[src/rtl/cr16_alu_sequencer.sv]
// rtl/cr16_alu_sequencer.sv - CR16 instruction sequencer driving an external ALU
// One instruction at a time through IDLE/READ/EXEC/WB with a 16x16 register file and PSR.
module cr16_alu_sequencer (
  input  logic        I_CLK,
  input  logic        I_RESET,
  input  logic        I_INSTR_VALID,
  input  logic [15:0] I_INSTR,
  output logic        O_INSTR_READY,
  output logic        O_ALU_ENABLE,
  output logic [3:0]  O_ALU_OPCODE,
  output logic [15:0] O_ALU_A,
  output logic [15:0] O_ALU_B,
  input  logic [15:0] I_ALU_C,
  input  logic [4:0]  I_ALU_STATUS,
  output logic [4:0]  O_PSR,
  output logic        O_DONE,
  output logic        O_ERR,
  input  logic [3:0]  I_DBG_ADDR,
  output logic [15:0] O_DBG_DATA
);

  typedef enum logic [1:0] {
    S_IDLE = 2'd0,
    S_READ = 2'd1,
    S_EXEC = 2'd2,
    S_WB   = 2'd3
  } state_e;

  state_e      state_q, state_d;
  logic [3:0]  op_q, rd_q, rs_q;
  logic [3:0]  alu_op_q;
  logic [15:0] alu_a_q, alu_b_q;
  logic [4:0]  psr_q;
  logic [15:0] rf_q [16];

  logic handshake, illegal, shift_op, psr_op;
  logic unused_instr_bits;

  assign handshake         = I_INSTR_VALID && (state_q == S_IDLE);
  assign illegal           = (op_q[3:1] == 3'b111);
  assign shift_op          = (op_q >= 4'd10);
  assign psr_op            = (op_q <= 4'd5);
  assign unused_instr_bits = ^I_INSTR[3:0];

  always_ff @(posedge I_CLK or posedge I_RESET) begin
    if (I_RESET) state_q <= S_IDLE;
    else         state_q <= state_d;
  end

  always_comb begin
    state_d = state_q;
    case (state_q)
      S_IDLE:  if (handshake) state_d = S_READ;
      S_READ:  state_d = illegal ? S_IDLE : S_EXEC;
      S_EXEC:  state_d = S_WB;
      S_WB:    state_d = S_IDLE;
      default: state_d = S_IDLE;
    endcase
  end

  always_comb begin
    O_INSTR_READY = (state_q == S_IDLE);
    O_ALU_ENABLE  = (state_q == S_EXEC);
    O_DONE        = (state_q == S_WB);
    O_ERR         = (state_q == S_READ) && illegal;
  end

  always_ff @(posedge I_CLK or posedge I_RESET) begin
    if (I_RESET) begin
      op_q <= '0;
      rd_q <= '0;
      rs_q <= '0;
    end else if (handshake) begin
      op_q <= I_INSTR[15:12];
      rd_q <= I_INSTR[11:8];
      rs_q <= I_INSTR[7:4];
    end
  end

  // Shifts take the destination as the shifted value; everything else puts Rsrc on A.
  always_ff @(posedge I_CLK or posedge I_RESET) begin
    if (I_RESET) begin
      alu_op_q <= '0;
      alu_a_q  <= '0;
      alu_b_q  <= '0;
    end else if ((state_q == S_READ) && !illegal) begin
      alu_op_q <= op_q;
      alu_a_q  <= shift_op ? rf_q[rd_q] : rf_q[rs_q];
      alu_b_q  <= shift_op ? rf_q[rs_q] : rf_q[rd_q];
    end
  end

  always_ff @(posedge I_CLK or posedge I_RESET) begin
    if (I_RESET) begin
      for (int i = 0; i < 16; i++) rf_q[i] <= '0;
      psr_q <= '0;
    end else if (state_q == S_WB) begin
      rf_q[rd_q] <= I_ALU_C;
      if (psr_op) psr_q <= I_ALU_STATUS;
    end
  end

  assign O_ALU_OPCODE = alu_op_q;
  assign O_ALU_A      = alu_a_q;
  assign O_ALU_B      = alu_b_q;
  assign O_PSR        = psr_q;
  assign O_DBG_DATA   = rf_q[I_DBG_ADDR];

endmodule

[config.mk]
export PLATFORM = sky130hd
export DESIGN_NAME = cr16_alu_sequencer
export DESIGN_NICKNAME = d
export VERILOG_FILES = /design/src/rtl/cr16_alu_sequencer.sv
export SDC_FILE = /design/constraint.sdc
export NUM_CORES = 1
export LEC_CHECK = 0
export BUFFER_PORTS_ARGS = -buffer_cell sky130_fd_sc_hd__buf_2
export CAP_MARGIN = 20
export CORE_MARGIN = 3
export CORE_UTILIZATION = 49
export CTS_CLUSTER_SIZE = 14
export DETAILED_ROUTE_END_ITERATION = 12
export PLACE_DENSITY = 0.71
export SETUP_SLACK_MARGIN = 0.05
export SYNTH_ARGS = -nofsm -noshare
export SYNTH_HDL_FRONTEND = slang
export SYNTH_SLANG_ARGS = --single-unit
[constraint.sdc]
create_clock -name I_CLK -period 14 [get_ports I_CLK]
set_clock_uncertainty 0.15 [all_clocks]
set_input_delay 0 -clock I_CLK [delete_from_list [all_inputs] [get_ports I_CLK]]
set_output_delay 0 -clock I_CLK [all_outputs]
set_load 0.005 [all_outputs]
=== Yosys cells after proc, flatten, opt, wreduce, memory -nomap -nowiden ===
Index checks and enable logic that the tools add are counted.

* Flip-flop bits (word level): 311
* Input port bits: 44
* Output and inout bits: 61
* Word-level logic and storage cells: 62

* Magnitude comparators: 6
* Eq/ne operators: 5
* Mux-type cells: 17
* Bitwise logic cells: 3
* Reduce and logical (&&, ||, !) cells: 7

{| class="wikitable"
|+ Operator list
! kind !! count
|-
| 256-bit bitwise mux || 1
|-
| 16-bit binary-select mux with 4-bit select || 3
|-
| 16-bit 2-to-1 mux || 9
|-
| 16-bit demux with 4-bit select || 1
|-
| 5-bit greater-or-equal comparator (second input constant) || 3
|-
| 4-bit inverter with 5-bit output || 3
|-
| 2-bit case mux with 4 select lines || 1
|-
| 5-bit by 1-bit < comparator with 1-bit output (second input constant) || 1
|-
| 2-bit == test (second input constant) || 2
|-
| 4-bit greater-or-equal comparator (second input constant) || 1
|-
| 4-bit by 3-bit <= comparator with 1-bit output (second input constant) || 1
|-
| 1-bit logical AND || 4
|-
| 2-bit 2-to-1 mux || 2
|-
| 3-bit == test (second input constant) || 1
|-
| 2-bit by 1-bit == test with 1-bit output (second input constant) || 1
|-
| 2-bit zero test || 1
|-
| 2-bit by 1-bit != test with 1-bit output (second input constant) || 1
|-
| 2-bit AND reduction || 1
|-
| 1-bit zero test || 1
|}

=== Logic depth before layout (Yosys ltp) ===
* Depth in word-level cells: 6
* Depth in mapped cells: 7

=== Worst setup path after synthesis ===
No wires, ideal clock.

* Path type: reg-to-reg
* From: register rs_q[2]
* To: register alu_a_q[1] (netlist: O_ALU_A[1])
* Arrival time: 1.765 ns
* Required time: 13.726 ns
* Setup slack: 11.961 ns
* Stages on the path, launching flop included: 7
* Buffers on the path: 2
* Cell sequence: dfrtp_1 -> buf_2 -> buf_1 -> mux4_2 -> a22oi_1 -> a21oi_1 -> a211o_1

* Cells in the longest elaborated chain, start to end: 5

{| class="wikitable"
|+ RTL lines
! what !! RTL line !! text
|-
| start, declared || 30 || <nowiki>logic [3:0] op_q, rd_q, rs_q;</nowiki>
|-
| start signal, assigned || 76 || <nowiki>rs_q <= I_INSTR[7:4];</nowiki>
|-
| 4-bit inverter with 5-bit output (not written as such) || 88 || <nowiki>alu_a_q <= shift_op ? rf_q[rd_q] : rf_q[rs_q];</nowiki>
|-
| 16-bit binary-select mux with 4-bit select || 88 ||
|-
| 16-bit 2-to-1 mux (not written as such) (2 in a row) || 88 ||
|-
| 16-bit 2-to-1 mux || 88 ||
|-
| end signal, assigned || 88 ||
|-
| end, declared || 32 || <nowiki>logic [15:0] alu_a_q, alu_b_q;</nowiki>
|}

Every way passes these cells. The select of a mux whose other input is x is not followed.
A chain may end at the register's enable or synchronous reset.

==> metrics.txt <==
total clock buffers created by CTS=36; floorplan die area=roughly 38000 µm²; global-route wire length before repair=75300 µm; Place WS=10.33 ns; CTS H-tree depth=2; category of the worst setup path launch point=input port; instance count of the mapped netlist=1116; Worst Hold Margin=-0.00392 ns; IR Drop Worst-Case VDD=0.125 mV; gp weighted congestion=0.835; transition at the pin with the smallest max-transition slack=0.985 ns; Via density=6.88; maxcap violations=0; # clock sinks=approximately 310; power per standard cell area=232 nW/µm²; antenna-violating nets left=0; Worst Path Arrival=between 3 and 4 ns; overflow left after global routing=0; antenna violations before repair=0; Detailed Place HPWL=28500 µm; number of synthesized flops with an enable pin=0; number of hold-slack violations in the final timing report=3; routed metal-1 wire length=19400 µm; number of warnings reported in the yosys synthesis log=0; Final min period=3.46 ns; Core Region=35000 µm²; violated checks=negative hold slack; sum of negative setup slack=0 ns; count of endpoints failing setup in the final report=0; area delta synth->final=13.0%; outcome=finished with violations; average wire per standard cell=28.9 µm; diode insertion count for antenna repair=0; die extent in y=196 µm; buffer type at the clock tree root=sky130_fd_sc_hd__clkbuf_16; post-synthesis sequential element count=311; utilization after layout=a little under three fifths; setup repair after global routing missed its margin=no; number of gates resized after cts=0; highest metal used=met5; Worst-path clk slew=0.06 ns; synth unique cells=31; async set-or-reset flop fraction in the synthesized netlist=100%; number of top-level design ports=105; number of buffers inserted by post-CTS setup repair=0; DR WL met2=22900 µm; vias after detailed routing=11.6k; Net count, final=1256; number of iterations in the first detailed-routing pass=5; via count of the first global-routing pass=12.3k; maximum number of pins on one net before global-route repair=102; kind of path behind the tightest hold check=input port to asynchronous set/reset pin; dominant register cell in the synthesized netlist=sky130_fd_sc_hd__dfrtp_1; Clock Latency Late Sink=0.52 ns; fraction of the cycle the final worst path needs=around a quarter; share of cells above drive strength 1=56.3%; smallest setup slack after layout=~11 ns; post-synthesis instance area=17600 µm²; leakage power summed over all cells=around 8.5 nW; Die X-Extent=196 µm; Buffers on Ports=100; largest fanout on the critical path=101; sequential fraction of the synthesis area=44.2%; upper clock frequency limit=around 0.29 GHz; Tot Pwr=4.63 mW; Slew headroom=34.3%; Mapped Avg Cell Area=15.8 µm²; Core Rows=68; number of design rule violations left after detail routing=0; max-slew violation total from the final report=0; endpoint type of the worst setup path=asynchronous set/reset pin; start-to-end type of the worst setup path=input port to asynchronous set/reset pin; TritonCTS clock tree=done; gr usage total=25.7%; Synthesized Nets=1160; Starting DRT DRC Count=between 1k and 1.5k; starting density of the core=between 50% and 60%; met3 WL=4930 µm; CP required=14.36 ns; total wire length=48800 µm; worst-case clock buffer depth=3
final cells by class:
type | count | area, µm²
repair buffers | 166 | 1100
flip-flops and latches | 311 | 7800
clock buffers | 55 | 1070
inverters | 1 | 11.3
fillers | 2717 | 15000
multi-input cells | 696 | 9280
well taps | 455 | 569
clock inverters | 5 | 103
path summary, 6_finish.rpt:
| kind | from | to | slack (ns) | cells after the start |
|---|---|---|---|---|
| setup / recovery | I_RESET | O_PSR[1] | 10.54 | 6 |
| hold / removal | I_RESET | rf_q[35] | -0.004 | 3 |
| setup reg to reg | rd_q[1] | O_ALU_B[4] | 10.85 | 5 |
| hold reg to reg | op_q[0] | O_ALU_OPCODE[0] | 0.32 | 2 |
| max in group I_CLK | rd_q[1] | O_ALU_B[4] | 10.85 | 5 |
| min in group I_CLK | I_INSTR[15] | op_q[3] | 0.09 | 3 |
synth_stat cells, types with 2 or more instances:
| master | count | share of area [%] |
|---|---|---|
| sky130_fd_sc_hd__and2_1 | 5 | 0.18 |
| sky130_fd_sc_hd__nor3_4 | 2 | 0.18 |
| sky130_fd_sc_hd__a21oi_1 | 65 | 1.8 |
| sky130_fd_sc_hd__mux2_1 | 5 | 0.32 |
| sky130_fd_sc_hd__a211o_1 | 32 | 1.6 |
| sky130_fd_sc_hd__nor2_2 | 9 | 0.32 |
| sky130_fd_sc_hd__mux4_2 | 208 | 27 |
| sky130_fd_sc_hd__buf_4 | 15 | 0.64 |
| sky130_fd_sc_hd__a22oi_2 | 6 | 0.43 |
| sky130_fd_sc_hd__a22oi_1 | 58 | 2.5 |
| sky130_fd_sc_hd__nand2_1 | 6 | 0.13 |
| sky130_fd_sc_hd__nand3_1 | 2 | 0.057 |
| sky130_fd_sc_hd__nand2_2 | 4 | 0.14 |
| sky130_fd_sc_hd__o22a_1 | 3 | 0.15 |
| sky130_fd_sc_hd__nand2b_1 | 3 | 0.11 |
| sky130_fd_sc_hd__nor2_1 | 6 | 0.13 |
| sky130_fd_sc_hd__buf_2 | 37 | 1.1 |
| sky130_fd_sc_hd__nand3b_2 | 2 | 0.13 |
| sky130_fd_sc_hd__clkbuf_1 | 40 | 0.85 |
| sky130_fd_sc_hd__dfrtp_1 | 311 | 44 |
| sky130_fd_sc_hd__buf_1 | 5 | 0.11 |
| sky130_fd_sc_hd__mux2_2 | 268 | 17 |
| sky130_fd_sc_hd__buf_6 | 11 | 0.70 |
| sky130_fd_sc_hd__nor2b_1 | 6 | 0.21 |
worst max-delay path, stage by stage:
cell                            delay (ns)
sky130_fd_sc_hd__dlygate4sd3_1        0.53
sky130_fd_sc_hd__buf_2                0.15
sky130_fd_sc_hd__inv_8                0.47
sky130_fd_sc_hd__buf_4                0.74
sky130_fd_sc_hd__buf_4                0.86
sky130_fd_sc_hd__buf_4                0.90
state kept, by name (all words and copies together) (netlist names), named ones only:
name          count
O_ALU_OPCODE      4
rs_q              4
O_ALU_A          16
rf_q            256
O_PSR             5
rd_q              4
op_q              4
O_ALU_B          16
state_q           1
repair_timing:
action	4_1_cts	5_1_grt
setup endpoints to repair	0	0
hold buffers	35	0
hold endpoints to repair	374	0
metal layers:
metal  up-vias  GRT usage (%)
met1      6192           35.7
li1       4691              -
met5         -           1.40
met4         2           7.34
met3       103           7.59
met2       624           40.0
report_power, final:
group	internal, mW	leakage [nW]	switching (mW)	total, mW
clock	0.580	0.572	0.364	0.944
combinational	1.15	3.93	0.824	1.97
sequential	1.28	3.97	0.436	1.71
cell families (layout without fill, tap and decap cells):
| kind of cell | after synthesis | after routing | synth area share [%] |
|---|---|---|---|
| and+or+nand+nor | 50 | 50 | 1.93 |
| AOI/OAI and AO/OA | 165 | 165 | 6.52 |
| DFF | 311 | 311 | 44.2 |
| muxes | 481 | 481 | 44.0 |
| buffers and inverters | 109 | 227 | 3.37 |
layout by cell type, fill, tap and decap left out, types with 2 or more instances in the layout:
| master | instances |
|---|---|
| sky130_fd_sc_hd__nand3b_2 | 2 |
| sky130_fd_sc_hd__dfrtp_4 | 4 |
| sky130_fd_sc_hd__buf_2 | 98 |
| sky130_fd_sc_hd__nor3_4 | 3 |
| sky130_fd_sc_hd__buf_4 | 32 |
| sky130_fd_sc_hd__a22oi_2 | 6 |
| sky130_fd_sc_hd__bufinv_16 | 3 |
| sky130_fd_sc_hd__a211o_1 | 32 |
| sky130_fd_sc_hd__mux2_1 | 5 |
| sky130_fd_sc_hd__nand2_1 | 6 |
| sky130_fd_sc_hd__nor2_1 | 4 |
| sky130_fd_sc_hd__dlygate4sd3_1 | 35 |
| sky130_fd_sc_hd__nand2b_1 | 3 |
| sky130_fd_sc_hd__and2_1 | 5 |
| sky130_fd_sc_hd__nor2b_1 | 2 |
| sky130_fd_sc_hd__clkbuf_1 | 10 |
| sky130_fd_sc_hd__mux2_2 | 268 |
| sky130_fd_sc_hd__dfrtp_1 | 307 |
| sky130_fd_sc_hd__clkbuf_16 | 37 |
| sky130_fd_sc_hd__clkbuf_8 | 8 |
| sky130_fd_sc_hd__nand2_2 | 4 |
| sky130_fd_sc_hd__nor2b_2 | 4 |
| sky130_fd_sc_hd__a22oi_1 | 58 |
| sky130_fd_sc_hd__mux4_2 | 208 |
| sky130_fd_sc_hd__o22a_1 | 3 |
| sky130_fd_sc_hd__nor2_2 | 10 |
| sky130_fd_sc_hd__nand3_1 | 2 |
| sky130_fd_sc_hd__a21oi_1 | 65 |
through the flow:
step	instance area, µm²	instances
finish	19900	1689
global route	19900	1689
CTS	19900	1688
detailed placement	18400	1593
global placement	18400	1593
floorplan	17600	1116
(Power assumes the default switching activity.)
